**src/rtl/btn_event_in_pkg.sv**
```systemverilog
// Shared constants and helpers for the push-button event input path.
// Event payload layout is {flag, index}: flag (1 = press) at the MSB, button index below.
package btn_event_in_pkg;

  localparam int unsigned CLK_HZ                  = 25_000_000;
  localparam int unsigned DEBOUNCE_MS             = 10;
  localparam int unsigned DEFAULT_DEBOUNCE_CYCLES = (CLK_HZ / 1000) * DEBOUNCE_MS;

  typedef enum logic {
    EvtRelease = 1'b0,
    EvtPress   = 1'b1
  } evt_kind_e;

  // Width of a button index; never below 1 so a single-button build still has a field.
  function automatic int unsigned idx_w(input int unsigned n);
    return (n <= 1) ? 1 : $clog2(n);
  endfunction

endpackage

```
**src/rtl/btn_debounce_chan.sv**
```systemverilog
// One button channel: polarity fix, 2-flop synchronizer, counter debounce and
// single-cycle press/release pulses issued together with the stable-level change.
module btn_debounce_chan
  import btn_event_in_pkg::*;
#(
  parameter int unsigned DEBOUNCE_CYCLES = DEFAULT_DEBOUNCE_CYCLES,
  parameter bit          INVERT          = 1'b0
) (
  input  logic clk,
  input  logic reset,
  input  logic i_btn,
  output logic o_state,
  output logic o_pressed,
  output logic o_released
);

  localparam int unsigned CNT_W = (DEBOUNCE_CYCLES > 1) ? $clog2(DEBOUNCE_CYCLES) : 1;
  localparam logic [CNT_W-1:0] CNT_LAST = CNT_W'(DEBOUNCE_CYCLES - 1);

  logic             r_sync1;
  logic             r_sync2;
  logic             r_stable;
  logic [CNT_W-1:0] r_cnt;
  logic             r_pressed;
  logic             r_released;

  always_ff @(posedge clk) begin
    if (reset) begin
      r_sync1    <= 1'b0;
      r_sync2    <= 1'b0;
      r_stable   <= 1'b0;
      r_cnt      <= '0;
      r_pressed  <= 1'b0;
      r_released <= 1'b0;
    end else begin
      r_sync1    <= i_btn ^ INVERT;
      r_sync2    <= r_sync1;
      r_pressed  <= 1'b0;
      r_released <= 1'b0;
      // Any return to the stable level wipes the accumulated count.
      if (r_sync2 == r_stable) begin
        r_cnt <= '0;
      end else if (r_cnt == CNT_LAST) begin
        r_stable   <= r_sync2;
        r_cnt      <= '0;
        r_pressed  <= r_sync2;
        r_released <= ~r_sync2;
      end else begin
        r_cnt <= r_cnt + 1'b1;
      end
    end
  end

  assign o_state    = r_stable;
  assign o_pressed  = r_pressed;
  assign o_released = r_released;

endmodule

```
**src/rtl/btn_event_in.sv**
```systemverilog
// Board push-button input path: per-channel debounce, one pending slot per channel,
// lowest-index-first arbiter and a valid/ready event FIFO towards the core logic.
module btn_event_in
  import btn_event_in_pkg::*;
#(
  parameter int unsigned          NUM_BTNS        = 7,
  parameter int unsigned          DEBOUNCE_CYCLES = DEFAULT_DEBOUNCE_CYCLES,
  parameter logic [NUM_BTNS-1:0]  INVERT_MASK     = 7'b0000001,
  parameter int unsigned          FIFO_DEPTH      = 4,
  localparam int unsigned         IDX_W           = idx_w(NUM_BTNS)
) (
  input  logic                clk,
  input  logic                reset,
  input  logic [NUM_BTNS-1:0] io_btns,
  output logic [NUM_BTNS-1:0] io_state,
  output logic [NUM_BTNS-1:0] io_pressed,
  output logic [NUM_BTNS-1:0] io_released,
  output logic                io_evt_valid,
  input  logic                io_evt_ready,
  output logic [IDX_W:0]      io_evt_payload,
  output logic                io_overflow
);

  localparam int unsigned EVT_W = IDX_W + 1;
  localparam int unsigned PTR_W = $clog2(FIFO_DEPTH);
  localparam int unsigned CNT_W = PTR_W + 1;

  logic [NUM_BTNS-1:0] w_pressed;
  logic [NUM_BTNS-1:0] w_released;
  logic [NUM_BTNS-1:0] w_pulse;

  for (genvar g = 0; g < NUM_BTNS; g++) begin : g_chan
    btn_debounce_chan #(
      .DEBOUNCE_CYCLES(DEBOUNCE_CYCLES),
      .INVERT         (INVERT_MASK[g])
    ) u_chan (
      .clk       (clk),
      .reset     (reset),
      .i_btn     (io_btns[g]),
      .o_state   (io_state[g]),
      .o_pressed (w_pressed[g]),
      .o_released(w_released[g])
    );
  end

  assign w_pulse     = w_pressed | w_released;
  assign io_pressed  = w_pressed;
  assign io_released = w_released;

  logic [NUM_BTNS-1:0] r_pend;
  logic [NUM_BTNS-1:0] r_flag;
  logic                r_overflow;

  logic [EVT_W-1:0]    r_buf [FIFO_DEPTH];
  logic [PTR_W-1:0]    r_wptr;
  logic [PTR_W-1:0]    r_rptr;
  logic [CNT_W-1:0]    r_count;

  logic                w_can_push;
  logic [NUM_BTNS-1:0] w_grant;
  logic [NUM_BTNS-1:0] w_push_oh;
  logic                w_push;
  logic                w_pop;
  logic [IDX_W-1:0]    w_sel;
  logic                w_sel_flag;

  // Push decision uses the count at the start of the cycle; a same-cycle pop does not help.
  assign w_can_push = (r_count < CNT_W'(FIFO_DEPTH));
  assign w_grant    = r_pend & (~r_pend + 1'b1);
  assign w_push_oh  = w_can_push ? w_grant : '0;
  assign w_push     = |w_push_oh;
  assign w_pop      = (r_count != '0) && io_evt_ready;

  always_comb begin
    w_sel      = '0;
    w_sel_flag = 1'b0;
    for (int i = 0; i < int'(NUM_BTNS); i++) begin
      if (w_push_oh[i]) begin
        w_sel      = IDX_W'(i);
        w_sel_flag = r_flag[i];
      end
    end
  end

  // A new pulse always wins over the clearing push; it only counts as a loss if
  // the previous event in the slot was not taken this cycle.
  always_ff @(posedge clk) begin
    if (reset) begin
      r_pend     <= '0;
      r_flag     <= '0;
      r_overflow <= 1'b0;
    end else begin
      for (int i = 0; i < int'(NUM_BTNS); i++) begin
        if (w_pulse[i]) begin
          r_pend[i] <= 1'b1;
          r_flag[i] <= w_pressed[i];
          if (r_pend[i] && !w_push_oh[i]) begin
            r_overflow <= 1'b1;
          end
        end else if (w_push_oh[i]) begin
          r_pend[i] <= 1'b0;
        end
      end
    end
  end

  always_ff @(posedge clk) begin
    if (reset) begin
      for (int i = 0; i < int'(FIFO_DEPTH); i++) begin
        r_buf[i] <= '0;
      end
      r_wptr  <= '0;
      r_rptr  <= '0;
      r_count <= '0;
    end else begin
      if (w_push) begin
        r_buf[r_wptr] <= {w_sel_flag, w_sel};
        r_wptr        <= r_wptr + 1'b1;
      end
      if (w_pop) begin
        r_rptr <= r_rptr + 1'b1;
      end
      case ({w_push, w_pop})
        2'b10:   r_count <= r_count + 1'b1;
        2'b01:   r_count <= r_count - 1'b1;
        default: r_count <= r_count;
      endcase
    end
  end

  assign io_evt_valid   = (r_count != '0);
  assign io_evt_payload = r_buf[r_rptr];
  assign io_overflow    = r_overflow;

endmodule

```
**config.mk**
```make
export PLATFORM = sky130hd
export DESIGN_NAME = btn_event_in
export DESIGN_NICKNAME = d
export VERILOG_FILES = /design/src/rtl/btn_event_in_pkg.sv /design/src/rtl/btn_debounce_chan.sv /design/src/rtl/btn_event_in.sv
export SDC_FILE = /design/constraint.sdc
export NUM_CORES = 1
export LEC_CHECK = 0
export CORE_ASPECT_RATIO = 0.6
export CORE_MARGIN = 4
export CORE_UTILIZATION = 25
export CTS_BUF_LIST = sky130_fd_sc_hd__clkbuf_16
export DETAILED_ROUTE_END_ITERATION = 10
export SLEW_MARGIN = 20
export SYNTH_ARGS = -nofsm -noshare
export SYNTH_HDL_FRONTEND = slang
export SYNTH_SLANG_ARGS = --single-unit
export TNS_END_PERCENT = 1
```
**constraint.sdc**
```tcl
create_clock -name clk -period 2.3 [get_ports clk]
set_input_delay 0.23 -clock clk [delete_from_list [all_inputs] [get_ports clk]]
set_output_delay 0.23 -clock clk [all_outputs]
set_load 0.02 [all_outputs]
```
==> results_dict.tcl <==
set metrics [dict create \
    cts_sinks 201 \
    synth_area_um2 8800 \
    grt_max_degree 66 \
    clk_pin_slew_worst_paths_ns 0.06 \
    fp.coreArea_um2 34200 \
    comb_power_share_pct 1.6 \
    end_kind "primary output" \
    sw_frac_of_total_pct 21.0 \
    synthesis.instances 973 \
    synth.area.top_cells "dfxtp_1, xnor2_1, nor2_1, edfxtp_1, xor2_1" \
    holdCritPathClass "input port to flop" \
    die_area_um2 38400 \
    worstPathArrival_ns 1.98 \
    synth_top_area_cell "dfxtp_1" \
    fin_tns_setup_ns 0 \
    synth_most_common_cell "dfxtp_1" \
    hold_viol_final 0 \
    synth_top_flop_cell "dfxtp_1" \
    chipWidth_um 250 \
    h-tree-depth 1 \
    hold_slack_ns 0.246 \
    synth_async_sr_flop_share_pct 0 \
    synth_top_area_share_pct 42.1 \
    clockPowerShare_pct 45.8 \
    insertion_delay_ns 0.49 \
    max_slew.worst_pin.slew_ns 0.713 \
    ys_top_cells_by_count "dfxtp_1, nor2_1, xnor2_1, nand3_1, a21oi_1" \
    crit_buf_inv 1 \
    grt_antenna_before_repair 1 \
    crit_path_end "io_evt_payload[3]" \
    syn_nets 992 \
    vias 6710 \
    grt_use_total_pct 9.78 \
    grt_first_pass_wirelength_mm 31.9 \
    cts_tree "built" \
    drt_first_pass_iters 5 \
    ir_worst_vdd_mv 0.419 \
    maxClockFrequency_mhz 453 \
    drc 0 \
    status "completed" \
    synth_edf_count 16 \
    slew-limit-headroom_pct 52.1 \
    r2r-end "r_count[2]" \
    nets 1023 \
    gp_congestion 0.808 \
    grt-ovfl-total 0 \
    synth_warnings 0 \
    rrSetupSlack_ns 0.17 \
    port_buffers 36 \
    critPathKind "flop to primary output" \
    synth_area_per_cell_um2 9.04 \
    rows 52 \
    cpMaxStageDelayCell "clkdlybuf4s50_1" \
    first_global_vias 6091 \
    maxCapViolCount 0 \
    rr_worst_depth 9 \
    drt_iter0_drc 486 \
    synth-seq-area-share_pct 47.6 \
    cts-buffers-inserted 21 \
    p_leak_uw 0.00311 \
    worst_path_largest_cell_delay_ns 0.56 \
    critPathTopFamily "buffers and inverters" \
    antenna_cells 0 \
    via_per_inst 4.55 \
    final_util_pct 29.9 \
    pwr_density_cell_nw_per_um2 662 \
    start_util_pct 25.7 \
    wl_per_cell_um 13.1 \
    cp.depth 2 \
    crit_path_max_fanout 4 \
    crit_chain "mux4_2, clkdlybuf4s50_1" \
    drtAntennaViolNets 0 \
    fin_crit_sh_pct 96.1 \
    synth_cell_types 62 \
    clock-skew-final_ns 0.00734 \
    clockBufferDepth 3 \
    totalPowerFinal_uw 6770 \
    num_io_pins 37 \
    rsz0062_at_grt "no" \
    finalSetupViolCount 0 \
    start_kind "flop" \
    cts_root_buffer "clkbuf_16" \
    die_h_um 153 \
    hp-start "reset" \
    dpl.hpwl_mm 13.8 \
    p_sw_uw 1430 \
    reg2reg_from "r_pend[6]" \
    ys_ff_latch 201 \
    drv_slew 0 \
    layout-drive-gt1-share_pct 6.80 \
    required_ns 2.07 \
    seqPwrFrac_pct 52.6 \
    areaGrowthSynthToFinish_pct 16.3 \
    wirelength_mm 19.3 \
    finalCriticalPeriod_ns 2.21 \
    p_int_uw 5350 \
    post_cts_buffers 0 \
]
[metal layers]
layer | vias up | part of all wire (%) | GRT usage [%]
met5 | - | 0.068 | 0
met3 | 32 | 4.5 | 2.36
met4 | 2 | 2.4 | 2.45
met2 | 100 | 40 | 13.7
li1 | 3471 | - | -
met1 | 3105 | 53 | 14.9
[layout by cell type (no fill, tap or decap), drive strengths merged, types with 3 or more instances in the layout]
| cell | instances |
|---|---|
| nor4b | 11 |
| nand2 | 43 |
| and2 | 4 |
| clkdlybuf4s50 | 35 |
| nor2 | 146 |
| nor3b | 3 |
| buf | 21 |
| ha | 8 |
| nand4 | 34 |
| or3 | 19 |
| nor4 | 33 |
| o31ai | 13 |
| and4 | 6 |
| nand2b | 6 |
| o21ai | 30 |
| or2 | 4 |
| nor2b | 15 |
| mux4 | 4 |
| nand4b | 4 |
| nor3 | 37 |
| or4 | 13 |
| a21oi | 46 |
| xor2 | 33 |
| xnor2 | 68 |
| clkinv | 8 |
| nand3 | 53 |
| edfxtp | 16 |
| and3 | 19 |
| inv | 44 |
| dfxtp | 185 |
| clkbuf | 21 |
| o211ai | 3 |
[through the flow]
stage / worst slack [ns] / std cells / instance area [µm²]
after floorplan: 0.204 / 973 / 8800
after global placement: 0.0940 / 1440 / 9620
final: 0.0902 / 1474 / 10200
after detailed placement: 0.104 / 1440 / 9620
after global routing: 0.00399 / 1474 / 10200
after CTS: 0.0439 / 1474 / 10200
[worst min-delay path by stage]
stage                                    end  slack [ns]  cells after the start
global route        g_chan[3].u_chan.r_sync1        0.26                      3
floorplan           g_chan[0].u_chan.r_sync1        0.30                      1
global placement    g_chan[1].u_chan.r_sync2        0.42                      1
CTS                 g_chan[0].u_chan.r_sync1        0.23                      2
finish              g_chan[0].u_chan.r_sync1        0.25                      3
detailed placement  g_chan[1].u_chan.r_sync2        0.42                      1
[final cells by class]
class | count | area (µm²)
Inverter | 42 | 158
Tap cell | 459 | 574
Multi-Input combinational cell | 682 | 4190
Clock buffer | 21 | 526
Timing Repair Buffer | 56 | 518
Fill cell | 3625 | 24000
Sequential cell | 201 | 4190
Clock inverter | 13 | 83.8
[tightest hold or removal path, delay by kind of cell]
family                 cells  cell delay (ns)
AND/OR/NAND/NOR            1             0.12
buffers and inverters      2             0.34
[state kept, by name, summed over array words and instances, names as in the netlist, named ones only]
name / cells
r_flag: 7
g_chan.u_chan.r_cnt: 126
r_wptr: 2
r_count: 3
r_buf: 16
g_chan.u_chan.o_released: 7
g_chan.u_chan.r_sync2: 7
r_pend: 7
g_chan.u_chan.o_pressed: 7
io_overflow: 1
g_chan.u_chan.r_sync1: 7
r_rptr: 2
g_chan.u_chan.o_state: 7
[timing repair]
| action | 4_1_cts | 5_1_grt |
|---|---|---|
| hold buffers | 0 | 0 |
| gates resized for setup | 1 | 0 |
| setup endpoints to repair | 4 | 0 |
[power groups by stage]
stage | registers [µW] | clock network, µW | logic, µW
final | 3560 | 3100 | 108
after global routing | 3560 | 3380 | 119
after CTS | 3560 | 3250 | 111
after detailed placement | 3640 | 0 | 110
after global placement | 3640 | 0 | 109
after floorplan | 3630 | 0 | 61.0
[logic make-up (layout without fill, tap and decap cells)]
group,after synthesis,after routing,share of synthesized area [%]
AO/OA/AOI/OAI,109,109,7.44
XOR/XNOR,101,101,10.1
adder cells (fa/ha/maj),9,9,1.37
buffers and inverters,90,132,4.85
flip-flops,201,201,47.6
multiplexers,5,5,1.15
AND/OR/NAND/NOR,458,458,27.6
(Power assumes the default switching activity.)
